===== src/rtl/lamp_pwm_if.sv =====
// Lamp PWM control/status bundle: run enable and duty request in, lamp drive and status out.
interface lamp_pwm_if;
  logic       enable;
  logic [9:0] duty_in;
  logic       pwm_out;
  logic [9:0] duty_active;
  logic       period_start;

  modport master (output enable, duty_in, input pwm_out, duty_active, period_start);
  modport slave  (input enable, duty_in, output pwm_out, duty_active, period_start);
endinterface


===== src/rtl/lamp_pwm_generator.sv =====
// Glitch-free brake lamp PWM; duty is latched only at period boundaries.
// Optional soft ramp of the duty when LAMP_PWM_RAMP_EN is defined.
module lamp_pwm_generator #(
  parameter int PRESCALE  = 49,
  parameter int RAMP_STEP = 64
) (
  input logic        CLOCK_50,
  input logic        reset_n,
  lamp_pwm_if.slave  pwm_if
);

  localparam int            PW      = (PRESCALE > 0) ? $clog2(PRESCALE + 1) : 1;
  localparam logic [PW-1:0] PRE_MAX = PW'(PRESCALE);

  if (PRESCALE < 0 || RAMP_STEP < 1 || RAMP_STEP > 1023) begin : g_bad_param
    $error("lamp_pwm_generator: PRESCALE must be >= 0 and RAMP_STEP in 1..1023");
  end

  logic [PW-1:0] pre_cnt_q, pre_cnt_d;
  logic [9:0]    cnt_q, cnt_d;
  logic [9:0]    duty_active_q, duty_active_d;
  logic          started_q, started_d;
  logic          period_start_q, period_start_d;
  logic          pwm_q, pwm_d;
  logic          tick, load;
  logic [9:0]    next_duty;

  assign tick = pwm_if.enable && (pre_cnt_q == PRE_MAX);
  assign load = pwm_if.enable && ((tick && cnt_q == 10'h3FF) || !started_q);

`ifdef LAMP_PWM_RAMP_EN
  localparam logic [10:0] STEP11 = 11'(RAMP_STEP);
  logic [10:0] tgt, cur, diff, nd11;

  // duty_active is 0 whenever started is low, so the first load ramps from 0.
  always_comb begin
    tgt  = {1'b0, pwm_if.duty_in};
    cur  = {1'b0, duty_active_q};
    diff = '0;
    nd11 = tgt;
    if (tgt >= cur) begin
      diff = tgt - cur;
      if (diff > STEP11) nd11 = cur + STEP11;
    end else begin
      diff = cur - tgt;
      if (diff > STEP11) nd11 = cur - STEP11;
    end
    next_duty = nd11[9:0];
  end
`else
  assign next_duty = pwm_if.duty_in;
`endif

  always_comb begin
    pre_cnt_d      = pre_cnt_q;
    cnt_d          = cnt_q;
    duty_active_d  = duty_active_q;
    started_d      = started_q;
    period_start_d = 1'b0;
    pwm_d          = 1'b0;
    if (!pwm_if.enable) begin
      pre_cnt_d     = '0;
      cnt_d         = '0;
      duty_active_d = '0;
      started_d     = 1'b0;
    end else begin
      pre_cnt_d = tick ? '0 : pre_cnt_q + PW'(1);
      if (tick) cnt_d = cnt_q + 10'd1;
      if (load) begin
        duty_active_d  = next_duty;
        started_d      = 1'b1;
        period_start_d = 1'b1;
      end
      // Full scale is held solid high rather than 1023/1024.
      pwm_d = started_q && (duty_active_q == 10'h3FF || cnt_q < duty_active_q);
    end
  end

  always_ff @(posedge CLOCK_50 or negedge reset_n) begin
    if (!reset_n) begin
      pre_cnt_q      <= '0;
      cnt_q          <= '0;
      duty_active_q  <= '0;
      started_q      <= 1'b0;
      period_start_q <= 1'b0;
      pwm_q          <= 1'b0;
    end else begin
      pre_cnt_q      <= pre_cnt_d;
      cnt_q          <= cnt_d;
      duty_active_q  <= duty_active_d;
      started_q      <= started_d;
      period_start_q <= period_start_d;
      pwm_q          <= pwm_d;
    end
  end

  assign pwm_if.pwm_out      = pwm_q;
  assign pwm_if.duty_active  = duty_active_q;
  assign pwm_if.period_start = period_start_q;

endmodule

===== src/flat_wrapper.sv =====
// flat-port wrapper written by rule: the top's interface ports become plain ports
module lamp_pwm_generator_flat 
#(
  parameter int PRESCALE  = 49,
  parameter int RAMP_STEP = 64
)
  (CLOCK_50, reset_n, pwm_if_enable, pwm_if_duty_in, pwm_if_pwm_out, pwm_if_duty_active, pwm_if_period_start);
  lamp_pwm_if pwm_if_i ();
  input logic CLOCK_50;
  input logic reset_n;
  input wire logic [$bits(pwm_if_i.enable)-1:0] pwm_if_enable;
  input wire logic [$bits(pwm_if_i.duty_in)-1:0] pwm_if_duty_in;
  output wire logic [$bits(pwm_if_i.pwm_out)-1:0] pwm_if_pwm_out;
  output wire logic [$bits(pwm_if_i.duty_active)-1:0] pwm_if_duty_active;
  output wire logic [$bits(pwm_if_i.period_start)-1:0] pwm_if_period_start;
  assign pwm_if_i.enable = pwm_if_enable;
  assign pwm_if_i.duty_in = pwm_if_duty_in;
  assign pwm_if_pwm_out = pwm_if_i.pwm_out;
  assign pwm_if_duty_active = pwm_if_i.duty_active;
  assign pwm_if_period_start = pwm_if_i.period_start;
  lamp_pwm_generator #(.PRESCALE(PRESCALE), .RAMP_STEP(RAMP_STEP)) u_core (.CLOCK_50(CLOCK_50), .reset_n(reset_n), .pwm_if(pwm_if_i));
endmodule

===== config.mk =====
export PLATFORM = sky130hd
export DESIGN_NAME = lamp_pwm_generator_flat
export DESIGN_NICKNAME = d
export VERILOG_FILES = /design/src/rtl/lamp_pwm_if.sv /design/src/rtl/lamp_pwm_generator.sv /design/src/flat_wrapper.sv
export SDC_FILE = /design/constraint.sdc
export NUM_CORES = 1
export LEC_CHECK = 0
export ABC_CLOCK_PERIOD_IN_PS = 3750
export CAP_MARGIN = 30
export CORE_ASPECT_RATIO = 1.5
export CORE_MARGIN = 2
export CORE_UTILIZATION = 59
export CTS_BUF_LIST = sky130_fd_sc_hd__clkbuf_8
export DETAILED_ROUTE_END_ITERATION = 7
export PLACE_DENSITY = 0.86
export SYNTH_ARGS = -nofsm -noshare
export SYNTH_HDL_FRONTEND = slang
export SYNTH_SLANG_ARGS = --single-unit

===== constraint.sdc =====
create_clock -name CLOCK_50 -period 3.75 [get_ports CLOCK_50]
set_input_delay 0.75 -clock CLOCK_50 [delete_from_list [all_inputs] [get_ports CLOCK_50]]
set_output_delay 0.75 -clock CLOCK_50 [all_outputs]
set_load 0.01 [all_outputs]

==> reports/metrics.yaml <==
outcome: "complete, no violations"
postLayoutCoreUtil: 0.7589
global_route.usage.met3: 0.09563
crit_path_end_kind: "flip-flop"
postCtsSetupRepairBufs: 0
synth_ff_type: "sky130_fd_sc_hd__dfrtp_1"
number_of_antenna_violations_at_the_first_check_in_global_routing: 0
sink_count_of_the_clock_tree: 29
distinct_cell_type_count_after_synthesis: 33
main_combinational_cell_family_by_area_after_synthesis: "simple AND/OR/NAND/NOR gates"
mappedNetlistArea_sq_um: 1506
hold_violations: 0
slowest_cp_cell: "sky130_fd_sc_hd__or4_4"
synth_simple_gate_area_frac: 0.1852
worst_slew_margin_rel: 0.6621
standard_cell_area_after_detailed_placement_sq_um: 1758
worstPathMaxFanout: 11
fraction_of_the_cycle_the_final_worst_path_needs: 0.5666
fill_cell_count: 159
busiest_layer_in_global_routing: "met2"
mostFrequentLayoutCell: "sky130_fd_sc_hd__dfrtp_1"
grt_max_degree: 30
port_buffers: 24
min_path_type: "reg2reg"
rows: 22
cts-buffers-inserted: 5
multi_input_comb_area_sq_um: 713.2
layout.cells.most_common_list: "sky130_fd_sc_hd__dfrtp_1 (29), sky130_fd_sc_hd__clkdlybuf4s50_1 (24), sky130_fd_sc_hd__nor2_1 (12), sky130_fd_sc_hd__ha_1 (12), sky130_fd_sc_hd__inv_1 (11)"
timing.critical_path.slowest_cell_delay_ns: 0.51
seq_area_sq_um: 725.7
finClkSkew_ns: 0.006070
path_cells: "inv_1 > ha_1 > nand4b_2 > or4_4 > a21oi_2 > a22o_1"
total_track_usage: 0.2651
post_cts_resized: 0
drive_above_1_share: 0.08046
stdcell_count: 198
fin_nets: 198
setup-violations-final: 0
multiplexer_area_fraction_after_synthesis: 0
synth_cells: 145
antenna_cells_inserted: 0
path_class: "reg2reg"
post_drt_wl_per_cell_microns: 16.11
synthXorXnorAreaFrac: 0.05233
fmaxAchievable_mhz: 470.7
dr_total_vias: 1196
fp.dieW_microns: 45.26
clock_insertion_delay_worst_skew_ns: 0.29
synthesized_area_fraction_occupied_by_ao_oa_aoi_and_oai_cells: 0.1362
finish.instance_area_sq_um: 1859
worst_ep_required_time_ns: 3.98
power.leakage_nw: 0.8401
drt-initial-drc-count: 28
finalWeightedCongestion: 0.8914
synth_seq_area_share: 0.4817
synth.ff_latch_count: 29
first_global_vias: 1278
h-tree-depth: 2
grt_setup_unrepaired: "false"
first_pass_iteration_count_of_the_detailed_router: 4
timing.max_cap.violations: 0
synth-edff-count: 0
start_util: 0.6149
layout-area-overhead-vs-synth_pct: 23.42
clk_root_buffer_cell: "sky130_fd_sc_hd__clkbuf_8"
final.min_clock_period_ns: 2.125
path_buf_inv: 1
power.density_cell_area_nw_per_um2: 371.4
mappedNetlistNets: 170
ys.warnings.count: 0
cp_data_arrival_time_ns: 2.35
cts.clk_slew.worst_paths_ns: 0.06
ctsHoldBuffers: 0
ioPinCount: 25
worstMarginPinSlew_ns: 0.5068
groute.layer.met1.usage: 0.2748
drt_wl_total_mm: 3.190
drtAntennaViolNets: 0
asyncSetResetFlopFracSynth: 1.000
routed_via_density: 6.040
final_hold_slack_ns: 0.4988
crit_path_start_kind: "flip-flop"
maxSlewViolCount: 0
yosys.area_share.adder: 0.09967
use_met2: 0.4429
core-area_sq_um: 2450
tns_ns: 0
first_pass_grt_wire_length_mm: 5.616
ir_worst_vdd_uv: 343.3
residual_drc_count: 0
crit_family: "compound AO/OA/AOI/OAI gates"
tritoncts: "yes"
die_h_microns: 65.89
grt_ovf: 0
cts_buffer_depth: 2
placed_cells: 190
place_hpwl_mm: 2.310
die_area_sq_um: 2982
syn_avg_cell_area_sq_um: 10.39
[path summary, 6_finish.rpt]
| path | from | slack [ns] | end | cells past startpoint |
|---|---|---|---|---|
| setup reg to reg | u_core.pre_cnt_q[1] | 1.63 | u_core.pwm_if.duty_active[5] | 6 |
| setup / recovery | u_core.pre_cnt_q[1] | 1.63 | u_core.pwm_if.duty_active[5] | 6 |
| hold reg to reg | u_core.pre_cnt_q[0] | 0.50 | u_core.pre_cnt_q[0] | 1 |
| min in group asynchronous | reset_n | 0.84 | u_core.pwm_if.duty_active[3] | 2 |
| hold / removal | u_core.pre_cnt_q[0] | 0.50 | u_core.pre_cnt_q[0] | 1 |
| max in group asynchronous | reset_n | 2.63 | u_core.cnt_q[4] | 2 |
[report_power, final]
| group | internal, mW | switching [mW] |
|---|---|---|
| Sequential | 0.324 | 0.0104 |
| Clock | 0.165 | 0.119 |
| Combinational | 0.0387 | 0.0335 |
| Total | 0.528 | 0.163 |
[logic make-up after synthesis]
kind of cell / Yosys count
AND/OR/NAND/NOR: 50
AO/OA/AOI/OAI: 30
flip-flops: 29
buffers and inverters: 15
adder cells (fa/ha/maj): 12
XOR/XNOR: 9
[synthesized netlist by cell type (2+ instances only)]
| master | number | share of area |
|---|---|---|
| sky130_fd_sc_hd__a21o_1 | 2 | 0.010 |
| sky130_fd_sc_hd__a21oi_1 | 9 | 0.030 |
| sky130_fd_sc_hd__a22o_1 | 10 | 0.058 |
| sky130_fd_sc_hd__clkbuf_1 | 2 | 0.0050 |
| sky130_fd_sc_hd__dfrtp_1 | 29 | 0.48 |
| sky130_fd_sc_hd__ha_1 | 12 | 0.10 |
| sky130_fd_sc_hd__inv_1 | 11 | 0.027 |
| sky130_fd_sc_hd__nand2_1 | 9 | 0.022 |
| sky130_fd_sc_hd__nand2b_1 | 2 | 0.0083 |
| sky130_fd_sc_hd__nand3_1 | 8 | 0.027 |
| sky130_fd_sc_hd__nand4_1 | 5 | 0.021 |
| sky130_fd_sc_hd__nor2_1 | 12 | 0.030 |
| sky130_fd_sc_hd__nor3_1 | 3 | 0.010 |
| sky130_fd_sc_hd__o21ai_0 | 4 | 0.013 |
| sky130_fd_sc_hd__or3_1 | 2 | 0.0083 |
| sky130_fd_sc_hd__xnor2_1 | 4 | 0.023 |
| sky130_fd_sc_hd__xor2_1 | 5 | 0.029 |
[registers in the layout (all words and copies together), names as in the netlist]
register / count
u_core.pwm_if.duty_active: 10
u_core.started_q: 1
u_core.cnt_q: 10
u_core.pwm_if.pwm_out: 1
u_core.pwm_if.period_start: 1
u_core.pre_cnt_q: 6
[per-stage QoR]
stage / setup WS [ns] / power, mW
3_3_place_gp: 1.588 / 0.4090
5_1_grt: 1.450 / 0.7240
2_1_floorplan: 1.873 / 0.3711
4_1_cts: 1.630 / 0.6995
6_report: 1.625 / 0.6906
3_5_place_dp: 1.551 / 0.4119
[final cells by class]
type                       count  area share
tap                           24     0.01615
clock inverter                 1    0.002692
sequential                    29      0.3903
timing repair buffer          25      0.1332
multi-input combinational    101      0.3836
inverter                      11     0.02221
clock buffer                   7     0.05182
[per-layer routing]
metal | up-vias | share of wire | routed length (microns)
met4 | 0 | 0.027 | 86
met2 | 35 | 0.54 | 1722
met5 | - | 0 | 0
li1 | 574 | - | -
met1 | 578 | 0.39 | 1229
met3 | 9 | 0.047 | 151
Note: power is estimated with default switching activity, not from simulation.
